===== config.mk =====
export PLATFORM = sky130hd
export DESIGN_NAME = boid_frame_scheduler_flat
export DESIGN_NICKNAME = d
export VERILOG_FILES = /design/src/rtl/boid_frame_scheduler_pkg.sv /design/src/rtl/boid_frame_scheduler_if.sv /design/src/rtl/boid_frame_scheduler_edge_detect_rise.sv /design/src/rtl/boid_frame_scheduler.sv /design/src/flat_wrapper.sv
export SDC_FILE = /design/constraint.sdc
export NUM_CORES = 1
export LEC_CHECK = 0
export ABC_AREA = 1
export CELL_PAD_IN_SITES_DETAIL_PLACEMENT = 0
export CELL_PAD_IN_SITES_GLOBAL_PLACEMENT = 1
export CORE_MARGIN = 4
export CORE_UTILIZATION = 34
export DETAILED_ROUTE_END_ITERATION = 8
export PLACE_DENSITY_LB_ADDON = 0.2
export REMOVE_ABC_BUFFERS = 1
export SKIP_CTS_REPAIR_TIMING = 1
export SLEW_MARGIN = 25
export SYNTH_ARGS = -nofsm -noshare
export SYNTH_HDL_FRONTEND = slang
export SYNTH_SLANG_ARGS = --single-unit

===== constraint.sdc =====
create_clock -name clock -period 1.7 [get_ports clock]
set_input_delay 0.425 -clock clock [delete_from_list [all_inputs] [get_ports clock]]
set_output_delay 0.425 -clock clock [all_outputs]
set_load 0.01 [all_outputs]

===== src/rtl/boid_frame_scheduler_pkg.sv =====
// Shared boid display constants and the frame scheduler state encoding.
package boids_pkg;
  localparam int VIDEO_WIDTH    = 640;
  localparam int VIDEO_HEIGHT   = 480;
  localparam int PIXEL_COUNT    = VIDEO_WIDTH * VIDEO_HEIGHT;
  localparam int MAX_BOIDS      = 16;
  localparam int BITS_FOR_BOIDS = $clog2(MAX_BOIDS);
  localparam int ADDR_WIDTH     = $clog2(PIXEL_COUNT) + 1;

  typedef enum logic [1:0] {
    ST_IDLE  = 2'd0,
    ST_SWAP  = 2'd1,
    ST_SCAN  = 2'd2,
    ST_FLUSH = 2'd3
  } state_t;
endpackage


===== src/rtl/boid_frame_scheduler_if.sv =====
// Frame scheduler bundle: VGA frame strobe, BPU select mux side and display-RAM write side.
interface boid_frame_scheduler_if import boids_pkg::*; #(
  parameter int BOID_BITS = BITS_FOR_BOIDS,
  parameter int ADDR_W    = ADDR_WIDTH
);
  logic                  screen_end;
  logic [BOID_BITS:0]    num_boids;
  logic [ADDR_W-1:0]     boid_addr_in;
  logic                  overrun_clr;
  logic [BOID_BITS-1:0]  boid_sel;
  logic                  disp_swap;
  logic                  disp_we;
  logic [ADDR_W-1:0]     disp_waddr;
  logic                  busy;
  logic [15:0]           frame_count;
  logic                  overrun;

  modport master (
    input  screen_end, num_boids, boid_addr_in, overrun_clr,
    output boid_sel, disp_swap, disp_we, disp_waddr, busy, frame_count, overrun
  );
  modport slave (
    output screen_end, num_boids, boid_addr_in, overrun_clr,
    input  boid_sel, disp_swap, disp_we, disp_waddr, busy, frame_count, overrun
  );
endinterface


===== src/rtl/boid_frame_scheduler_edge_detect_rise.sv =====
// Registered 1-bit rising-edge detector.
// Latency: rise is combinational from d against the previous-cycle value.
// Backpressure: none; a level held high yields a single rise.
module edge_detect_rise (
  input  logic clock,
  input  logic resetn,
  input  logic d,
  output logic rise
);
  logic d_q;

  always_ff @(posedge clock or negedge resetn) begin
    if (!resetn) d_q <= 1'b0;
    else         d_q <= d;
  end

  assign rise = d & ~d_q;
endmodule


===== src/rtl/boid_frame_scheduler.sv =====
// Per-frame display RAM refresh: swap pulse, one boid per cycle scan, one write per in-range boid.
// Latency: n boids take n+3 cycles from edge detect back to idle; writes trail boid_sel by one cycle.
// Backpressure: none; frame edges arriving while busy only set the sticky overrun flag.
module boid_frame_scheduler #(
  parameter int MAX_BOIDS   = 16,
  parameter int BOID_BITS   = 4,
  parameter int PIXEL_COUNT = 307200,
  parameter int ADDR_WIDTH  = 20
) (
  input  logic                  clock,
  input  logic                  resetn,
  boid_frame_scheduler_if.master bus
);
  import boids_pkg::*;

  localparam logic [BOID_BITS:0]    N_CAP   = (BOID_BITS+1)'(MAX_BOIDS);
  localparam logic [ADDR_WIDTH-1:0] ADDR_LIM = ADDR_WIDTH'(PIXEL_COUNT);

  state_t             state, state_nxt;
  logic               frame_rise;
  logic [BOID_BITS:0] n_lat;
  logic               last_boid;

  edge_detect_rise u_screen_end_edge (
    .clock  (clock),
    .resetn (resetn),
    .d      (bus.screen_end),
    .rise   (frame_rise)
  );

  assign last_boid = ({1'b0, bus.boid_sel} == n_lat - (BOID_BITS+1)'(1));

  always_ff @(posedge clock or negedge resetn) begin
    if (!resetn) state <= ST_IDLE;
    else         state <= state_nxt;
  end

  always_comb begin
    state_nxt     = state;
    bus.disp_swap = 1'b0;
    bus.busy      = 1'b0;
    case (state)
      ST_IDLE: begin
        if (frame_rise) state_nxt = ST_SWAP;
      end
      ST_SWAP: begin
        bus.disp_swap = 1'b1;
        bus.busy      = 1'b1;
        state_nxt     = (n_lat != '0) ? ST_SCAN : ST_FLUSH;
      end
      ST_SCAN: begin
        bus.busy = 1'b1;
        if (last_boid) state_nxt = ST_FLUSH;
      end
      ST_FLUSH: begin
        bus.busy  = 1'b1;
        state_nxt = ST_IDLE;
      end
      default: state_nxt = ST_IDLE;
    endcase
  end

  // Boid index, write pipeline and frame accounting.
  always_ff @(posedge clock or negedge resetn) begin
    if (!resetn) begin
      n_lat           <= '0;
      bus.boid_sel    <= '0;
      bus.disp_we     <= 1'b0;
      bus.disp_waddr  <= '0;
      bus.frame_count <= '0;
    end else begin
      bus.disp_we <= 1'b0;
      case (state)
        ST_IDLE: begin
          if (frame_rise) begin
            n_lat        <= (bus.num_boids > N_CAP) ? N_CAP : bus.num_boids;
            bus.boid_sel <= '0;
          end
        end
        ST_SCAN: begin
          bus.disp_we    <= (bus.boid_addr_in < ADDR_LIM);
          bus.disp_waddr <= bus.boid_addr_in;
          if (!last_boid) bus.boid_sel <= bus.boid_sel + BOID_BITS'(1);
        end
        ST_FLUSH: bus.frame_count <= bus.frame_count + 16'd1;
        default: ;
      endcase
    end
  end

  // A new overrun in the same cycle as a clear keeps the flag set.
  always_ff @(posedge clock or negedge resetn) begin
    if (!resetn)                           bus.overrun <= 1'b0;
    else if (frame_rise && state != ST_IDLE) bus.overrun <= 1'b1;
    else if (bus.overrun_clr)              bus.overrun <= 1'b0;
  end
endmodule


===== src/flat_wrapper.sv =====
// flat-port wrapper written by rule: the top's interface ports become plain ports
module boid_frame_scheduler_flat import boids_pkg::*;
#(
  parameter int MAX_BOIDS   = 16,
  parameter int BOID_BITS   = 4,
  parameter int PIXEL_COUNT = 307200,
  parameter int ADDR_WIDTH  = 20
)
  (clock, resetn, bus_screen_end, bus_num_boids, bus_boid_addr_in, bus_overrun_clr, bus_boid_sel, bus_disp_swap, bus_disp_we, bus_disp_waddr, bus_busy, bus_frame_count, bus_overrun);
  boid_frame_scheduler_if #(.BOID_BITS(BOID_BITS)) bus_i ();
  input  logic clock;
  input  logic resetn;
  input wire logic [$bits(bus_i.screen_end)-1:0] bus_screen_end;
  input wire logic [$bits(bus_i.num_boids)-1:0] bus_num_boids;
  input wire logic [$bits(bus_i.boid_addr_in)-1:0] bus_boid_addr_in;
  input wire logic [$bits(bus_i.overrun_clr)-1:0] bus_overrun_clr;
  output wire logic [$bits(bus_i.boid_sel)-1:0] bus_boid_sel;
  output wire logic [$bits(bus_i.disp_swap)-1:0] bus_disp_swap;
  output wire logic [$bits(bus_i.disp_we)-1:0] bus_disp_we;
  output wire logic [$bits(bus_i.disp_waddr)-1:0] bus_disp_waddr;
  output wire logic [$bits(bus_i.busy)-1:0] bus_busy;
  output wire logic [$bits(bus_i.frame_count)-1:0] bus_frame_count;
  output wire logic [$bits(bus_i.overrun)-1:0] bus_overrun;
  assign bus_i.screen_end = bus_screen_end;
  assign bus_i.num_boids = bus_num_boids;
  assign bus_i.boid_addr_in = bus_boid_addr_in;
  assign bus_i.overrun_clr = bus_overrun_clr;
  assign bus_boid_sel = bus_i.boid_sel;
  assign bus_disp_swap = bus_i.disp_swap;
  assign bus_disp_we = bus_i.disp_we;
  assign bus_disp_waddr = bus_i.disp_waddr;
  assign bus_busy = bus_i.busy;
  assign bus_frame_count = bus_i.frame_count;
  assign bus_overrun = bus_i.overrun;
  boid_frame_scheduler #(.MAX_BOIDS(MAX_BOIDS), .BOID_BITS(BOID_BITS), .PIXEL_COUNT(PIXEL_COUNT), .ADDR_WIDTH(ADDR_WIDTH)) u_core (.clock(clock), .resetn(resetn), .bus(bus_i));
endmodule

==> results of run 1 <==
==> worst reg2reg max path: stages, from the launching register on <==
cell and delay (ns):
dfrtp_1 0.37, inv_1 0.10, ha_2 0.29, nand2_1 0.06
inv_1 0.03, nor2_1 0.07, nand3_1 0.09, nor2_2 0.11
nand2_1 0.07, nand2_2 0.10, nor2_2 0.07, nand2_1 0.06
nand2_1 0.06
==> cell type report <==
cell class,count,area [sq um]
clock buffers,5,68.8
clock inverters,2,38.8
fillers,657,3190
inverters,32,120
multi-input cells,200,1040
flip-flops and latches,50,1260
well taps,96,120
repair buffers,102,993
==> sequential cells by signal (all words and copies together), names as in the netlist <==
name and cells:
u_core.bus.disp_waddr 20, u_core.bus.frame_count 16, u_core.n_lat 5, u_core.bus.boid_sel 4, u_core.state 2, u_core.bus.disp_we 1, u_core.bus.overrun 1, u_core.u_screen_end_edge.d_q 1
==> through the flow <==
step           util (%)  hold slack, ns  worst slack [ns]  TNS (ns)
2_1_floorplan         -           0.129            -0.149    -0.592
3_3_place_gp       48.5           0.413            0.0442         0
6_report           53.3          0.0699            0.0439         0
5_1_grt            53.3          0.0918          -0.00459  -0.00913
3_5_place_dp       48.5           0.416            0.0299         0
4_1_cts            50.1          0.0787            -0.321     -1.38
==> cell usage after synthesis <==
cell type  count  area [sq um]
nand2_1      117           439
dfrtp_1       50          1250
inv_1         32           120
nor2_1        18          67.6
xor2_1        12           105
nand3_1       10          50.1
ha_1           8           100
nor3_1         5          25.0
o21ai_0        5          25.0
clkbuf_1       4          15.0
nand2_2        4          25.0
nand4_1        4          25.0
o22ai_1        3          18.8
a21oi_1        2          10.0
nor2_4         2          22.5
nor3_2         2          20.0
xnor2_1        2          17.5
a21boi_0       1          7.51
and2_1         1          6.26
nand3_4        1          17.5
nand4_2        1          12.5
nor3_4         1          16.3
o211ai_1       1          7.51
==> per-layer routing <==
metal | wire length (um) | global-route usage, % | up-vias | share of wire (%)
met2 | 2740 | 22.7 | 46 | 49
met4 | 62 | 3.71 | 0 | 1.1
met3 | 278 | 3.36 | 6 | 5.0
li1 | - | - | 1094 | -
met5 | 0 | 0 | - | 0
met1 | 2480 | 16.6 | 957 | 45
==> final timing paths <==
path	depth (start not counted)	endpoint	slack (ns)	start
max	1	bus_frame_count[9]	0.04	u_core.bus.frame_count[9]
min	1	u_core.bus.overrun	0.07	resetn
max reg2reg	12	u_core.bus.boid_sel[0]	0.12	u_core.n_lat[1]
min reg2reg	2	u_core.bus.disp_waddr[0]	0.48	u_core.bus.disp_waddr[0]
max in group asynchronous	2	u_core.bus.frame_count[9]	1.11	resetn
min in group clock	2	u_core.bus.disp_waddr[0]	0.48	u_core.bus.disp_waddr[0]
==> layout by cell type, fill, tap and decap left out, types with 2 or more instances in the layout <==
cell / instances
a21oi_1: 2
buf_4: 29
clkbuf_8: 5
clkdlybuf4s50_1: 52
dfrtp_1: 41
dfrtp_2: 9
dlymetal6s2s_1: 18
ha_1: 7
inv_1: 31
nand2_1: 116
nand2_2: 5
nand3_1: 9
nand4_1: 4
nor2_1: 15
nor2_2: 3
nor2_4: 2
nor3_1: 5
nor3_2: 2
o21ai_0: 5
o22ai_1: 3
xnor2_1: 2
xor2_1: 12
==> power groups by stage <==
stage | logic, W | clock network, W | registers, W
after floorplan | 0.00113 | 0 | 0.00205
after global placement | 0.00247 | 0 | 0.00193
after detailed placement | 0.00250 | 0 | 0.00194
after CTS | 0.00250 | 0.000872 | 0.00192
after global routing | 0.00295 | 0.000923 | 0.00195
final | 0.00263 | 0.000834 | 0.00189
==> cells by family after synthesis <==
group / count (synthesis) / synth area share, %
AO/OA/AOI/OAI: 12 / 2.86
XOR/XNOR: 14 / 5.10
buffers and inverters: 36 / 5.62
adder cells (fa/ha/maj): 8 / 4.16
AND/OR/NAND/NOR: 166 / 30.2
flip-flops: 50 / 52.0
==> results.py, run 1 <==
metrics = {
    "status": {
        "outcome": "complete, no violations",
    },
    "clock_tree": {
        "cts_max_path_buffers": 2,
        "clkLatencyLatePin_ns": 0.30,
        "ctsHtreeMaxLevel": 2,
        "cts_tree": "done",
        "cts.sinks": 50,
        "cts_inserted_buffers": 5,
        "clk_pin_slew_ns": 0.09,
        "cts_root_buffer": "clkbuf_8",
    },
    "flow_run": {
        "drv_cap": 0,
    },
    "power_and_ir_drop": {
        "max-vdd-ir-drop_mv": 0.733,
        "p_sw_share_pct": 37.5,
        "power.density_mw_per_mm2": 1470,
        "p_sw_w": 0.00201,
        "power_w": 0.00536,
        "power_frac_seq_pct": 35.3,
        "power.internal_w": 0.00335,
        "clockPowerShare_pct": 15.6,
        "p_comb_share_pct": 49.1,
        "p_leak_nw": 2.06,
    },
    "worst_setup_path": {
        "crit_path_top_delay_cell": "clkdlybuf4s50_1",
        "arrival_ns": 1.23,
        "critPathBufInv": 1,
        "crit_family": "buffers and inverters",
        "path_class": "flip-flop to output pin",
        "cp-end-kind": "output pin",
        "path_max_fanout": 4,
        "start_kind": "flip-flop",
        "crit_chain": "clkdlybuf4s50_1",
        "cp_data_required_time_ns": 1.27,
        "slowest_delay_ns": 0.54,
    },
    "detailed_routing": {
        "drc": 0,
        "postRouteAntennaNets": 0,
        "num_vias": 2103,
        "routed_wl_um": 5560,
        "wl_per_cell_um": 11.4,
        "drt-initial-drc-count": 82,
        "viasPerCell": 4.32,
        "drt_pass1_iterations": 4,
    },
    "placed_design": {
        "gp_congestion": 0.750,
        "dpl.hpwl_um": 4130,
        "place_area_sq_mm": 0.00331,
        "io_buffers": 72,
        "place_inst": 460,
    },
    "die": {
        "rows": 30,
        "ios": 73,
        "dieArea_sq_mm": 0.00848,
        "die_h_um": 92.1,
        "core_sq_mm": 0.00683,
        "die_x_um": 92.1,
        "start_util_pct": 35.2,
    },
    "global_route": {
        "antenna_found_initial": 0,
        "grt_pass1_wl_um": 9190,
        "overflow": 0,
        "grt_max_degree": 29,
        "grt_pass1_vias": 1994,
        "grt.total_usage_pct": 13.3,
    },
    "synth": {
        "yosys_warnings": 0,
        "synthCells": 286,
        "synth_area_sq_mm": 0.00240,
        "postSynthAreaPerCell_sq_um": 8.41,
        "synth_seq_area_share_pct": 52.0,
        "ys_types": 23,
        "synth_seq_cells": 50,
    },
    "timing": {
        "tightest_slew_ns": 0.477,
        "slew_violations": 0,
        "period_needed_ns": 1.66,
        "setup_viol": 0,
        "fin_crit_sh_pct": 97.4,
        "fin_worst_skew_ns": 0.00326,
        "fmax_ghz": 0.604,
        "max_slew_margin_pct": 68.2,
        "hold_viol": 0,
    },
    "cells_and_area": {
        "area_growth_pct": 51.4,
        "antenna_cells": 0,
        "layout.nets": 428,
        "drive_gt1_share_pct": 16.9,
        "fin_area_sq_mm": 0.00364,
        "instances_no_fill": 487,
    },
    "min_path": {
        "hold_class": "input port to async pin",
    },
}
(Power assumes the default switching activity.)
==> run 2: changes to the inputs <==
--- a/config.mk
+++ b/config.mk
@@ -11,6 +11,7 @@
 export CORE_MARGIN = 4
 export CORE_UTILIZATION = 34
 export DETAILED_ROUTE_END_ITERATION = 8
+export GPL_TIMING_DRIVEN = 0
 export PLACE_DENSITY_LB_ADDON = 0.2
 export REMOVE_ABC_BUFFERS = 1
 export SKIP_CTS_REPAIR_TIMING = 1
==> run 2 against run 1 <==
  * Total power grew 0.94%
  * Clock power decreased by 14%
  * Count of clock-buffer cells in the layout unchanged
==> results.py, run 2 (synthesis gave the netlist of run 1 again) <==
metrics = {
    "status": {
        "outcome": "complete, no violations",
    },
    "die": {
        "start_util_pct": 35.2,
        "ios": 73,
        "core_sq_mm": 0.00683,
        "dieArea_sq_mm": 0.00848,
        "rows": 30,
        "die_x_um": 92.1,
        "die_h_um": 92.1,
    },
    "worst_setup_path": {
        "crit_path_top_delay_cell": "clkdlybuf4s50_1",
        "crit_start": "u_core.bus.frame_count[9]",
        "slowest_delay_ns": 0.54,
        "path_class": "flip-flop to output pin",
        "r2r-start": "u_core.n_lat[0]",
        "start_kind": "flip-flop",
        "path_max_fanout": 3,
        "cp_data_required_time_ns": 1.27,
        "arrival_ns": 1.23,
        "cp-end-kind": "output pin",
        "critPathBufInv": 1,
        "crit_chain": "clkdlybuf4s50_1",
        "crit_family": "buffers and inverters",
    },
    "timing": {
        "tns_ns": 0,
        "period_needed_ns": 1.66,
        "grt_setup_unrepaired": "yes",
        "hold_slack_ns": 0.134,
        "setup_viol": 0,
        "tightest_slew_ns": 0.628,
        "hold_viol": 0,
        "fin_worst_skew_ns": 0.00821,
        "fin_crit_sh_pct": 97.5,
        "slew_violations": 0,
        "max_slew_margin_pct": 58.1,
        "fmax_ghz": 0.604,
    },
    "cells_and_area": {
        "nFillCells": 670,
        "regMostFlops": "u_core.bus.disp_waddr",
        "seqCellArea_sq_mm": 0.00126,
        "multi_input_area_sq_mm": 0.00109,
        "largestRegisters": "u_core.bus.disp_waddr: 20 flops, u_core.bus.frame_count: 16 flops, u_core.n_lat: 5 flops",
        "antenna_cells": 0,
        "drive_gt1_share_pct": 19.9,
        "area_growth_pct": 52.3,
        "layout.nets": 428,
        "largest_register_ffs": 20,
        "final_core_util_pct": 53.6,
        "fin_area_sq_mm": 0.00366,
        "final_cell_mix": "114 x nand2_1, 54 x clkdlybuf4s50_1, 40 x dfrtp_1",
        "final_common_cell": "nand2_1",
    },
    "detailed_routing": {
        "drc": 0,
        "drt_pass1_iterations": 4,
        "routed_wl_um": 5850,
        "num_vias": 2112,
        "wl_per_cell_um": 12.0,
        "postRouteAntennaNets": 0,
        "viasPerCell": 4.33,
        "drt-initial-drc-count": 72,
    },
    "power_and_ir_drop": {
        "max-vdd-ir-drop_mv": 0.803,
        "p_leak_nw": 2.02,
        "power.density_mw_per_mm2": 1480,
        "power_w": 0.00541,
    },
    "clock_tree": {
        "cts_tree": "done",
        "cts_max_path_buffers": 2,
        "ctsHtreeMaxLevel": 2,
        "cts.sinks": 50,
        "clk_pin_slew_ns": 0.10,
        "cts_inserted_buffers": 5,
        "cts_root_buffer": "clkbuf_8",
        "clkLatencyLatePin_ns": 0.31,
    },
    "flow_run": {
        "drv_cap": 0,
    },
    "global_route": {
        "grt_pass1_vias": 1968,
        "antenna_found_initial": 0,
        "grt_pass1_wl_um": 9070,
        "overflow": 0,
        "grt.total_usage_pct": 13.2,
        "grt_max_degree": 51,
    },
    "placed_design": {
        "io_buffers": 72,
        "gp_congestion": 0.742,
        "place_area_sq_mm": 0.00323,
        "dpl.hpwl_um": 3890,
    },
    "min_path": {
        "hold_class": "input port to async pin",
    },
}
==> run 2: power breakdown <==
| group | switching (W) | internal [W] | leakage (nW) |
|---|---|---|---|
| logic | 0.00142 | 0.00138 | 1.34 |
| clock network | 0.000424 | 0.000290 | 0.0441 |
| registers | 0.000280 | 0.00162 | 0.628 |
| total | 0.00212 | 0.00329 | 2.02 |
==> run 2: worst paths after layout <==
check	end	slack, ns	cells after the start
worst max-delay path	bus_frame_count[9]	0.04	1
min in group clock	u_core.bus.disp_waddr[1]	0.48	2
worst min register to register	u_core.bus.disp_waddr[1]	0.48	2
max in group asynchronous	u_core.bus.boid_sel[2]	1.11	1
worst max register to register	u_core.state[0]	0.12	12
worst min-delay path	u_core.bus.frame_count[5]	0.13	1
==> run 2: layout make-up <==
type	count	share of cell area (%)
Sequential cell	50	34.5
Inverter	32	3.38
Timing Repair Buffer	101	26.5
Clock buffer	5	1.88
Multi-Input combinational cell	200	29.7
Tap cell	96	3.28
Clock inverter	3	0.581
Timing Repair inverter	1	0.205
==> run 2: per-stage QoR <==
step                setup slack (ns)  cells
floorplan                     -0.149    282
CTS                           -0.834    458
global route                 -0.0293    488
detailed placement            -0.798    450
global placement               -1.44    450
finish                        0.0431    488
==> run 2: layer usage <==
| metal | up-vias | share of wire, % | global-route usage (%) |
|---|---|---|---|
| met3 | 5 | 4.7 | 3.77 |
| met5 | - | 0 | 0 |
| met1 | 974 | 45 | 16.2 |
| li1 | 1089 | - | - |
| met2 | 44 | 50 | 22.6 |
| met4 | 0 | 0.87 | 3.59 |
==> run 3: changes to the inputs <==
--- a/config.mk
+++ b/config.mk
@@ -10,6 +10,7 @@
 export CELL_PAD_IN_SITES_GLOBAL_PLACEMENT = 1
 export CORE_MARGIN = 4
 export CORE_UTILIZATION = 34
+export CTS_BUF_LIST = sky130_fd_sc_hd__clkbuf_8 sky130_fd_sc_hd__clkbuf_16
 export DETAILED_ROUTE_END_ITERATION = 8
 export GPL_TIMING_DRIVEN = 0
 export PLACE_DENSITY_LB_ADDON = 0.2
==> results of run 3 <==
No change in the layout: final DEF, timing and power equal those of run 2.
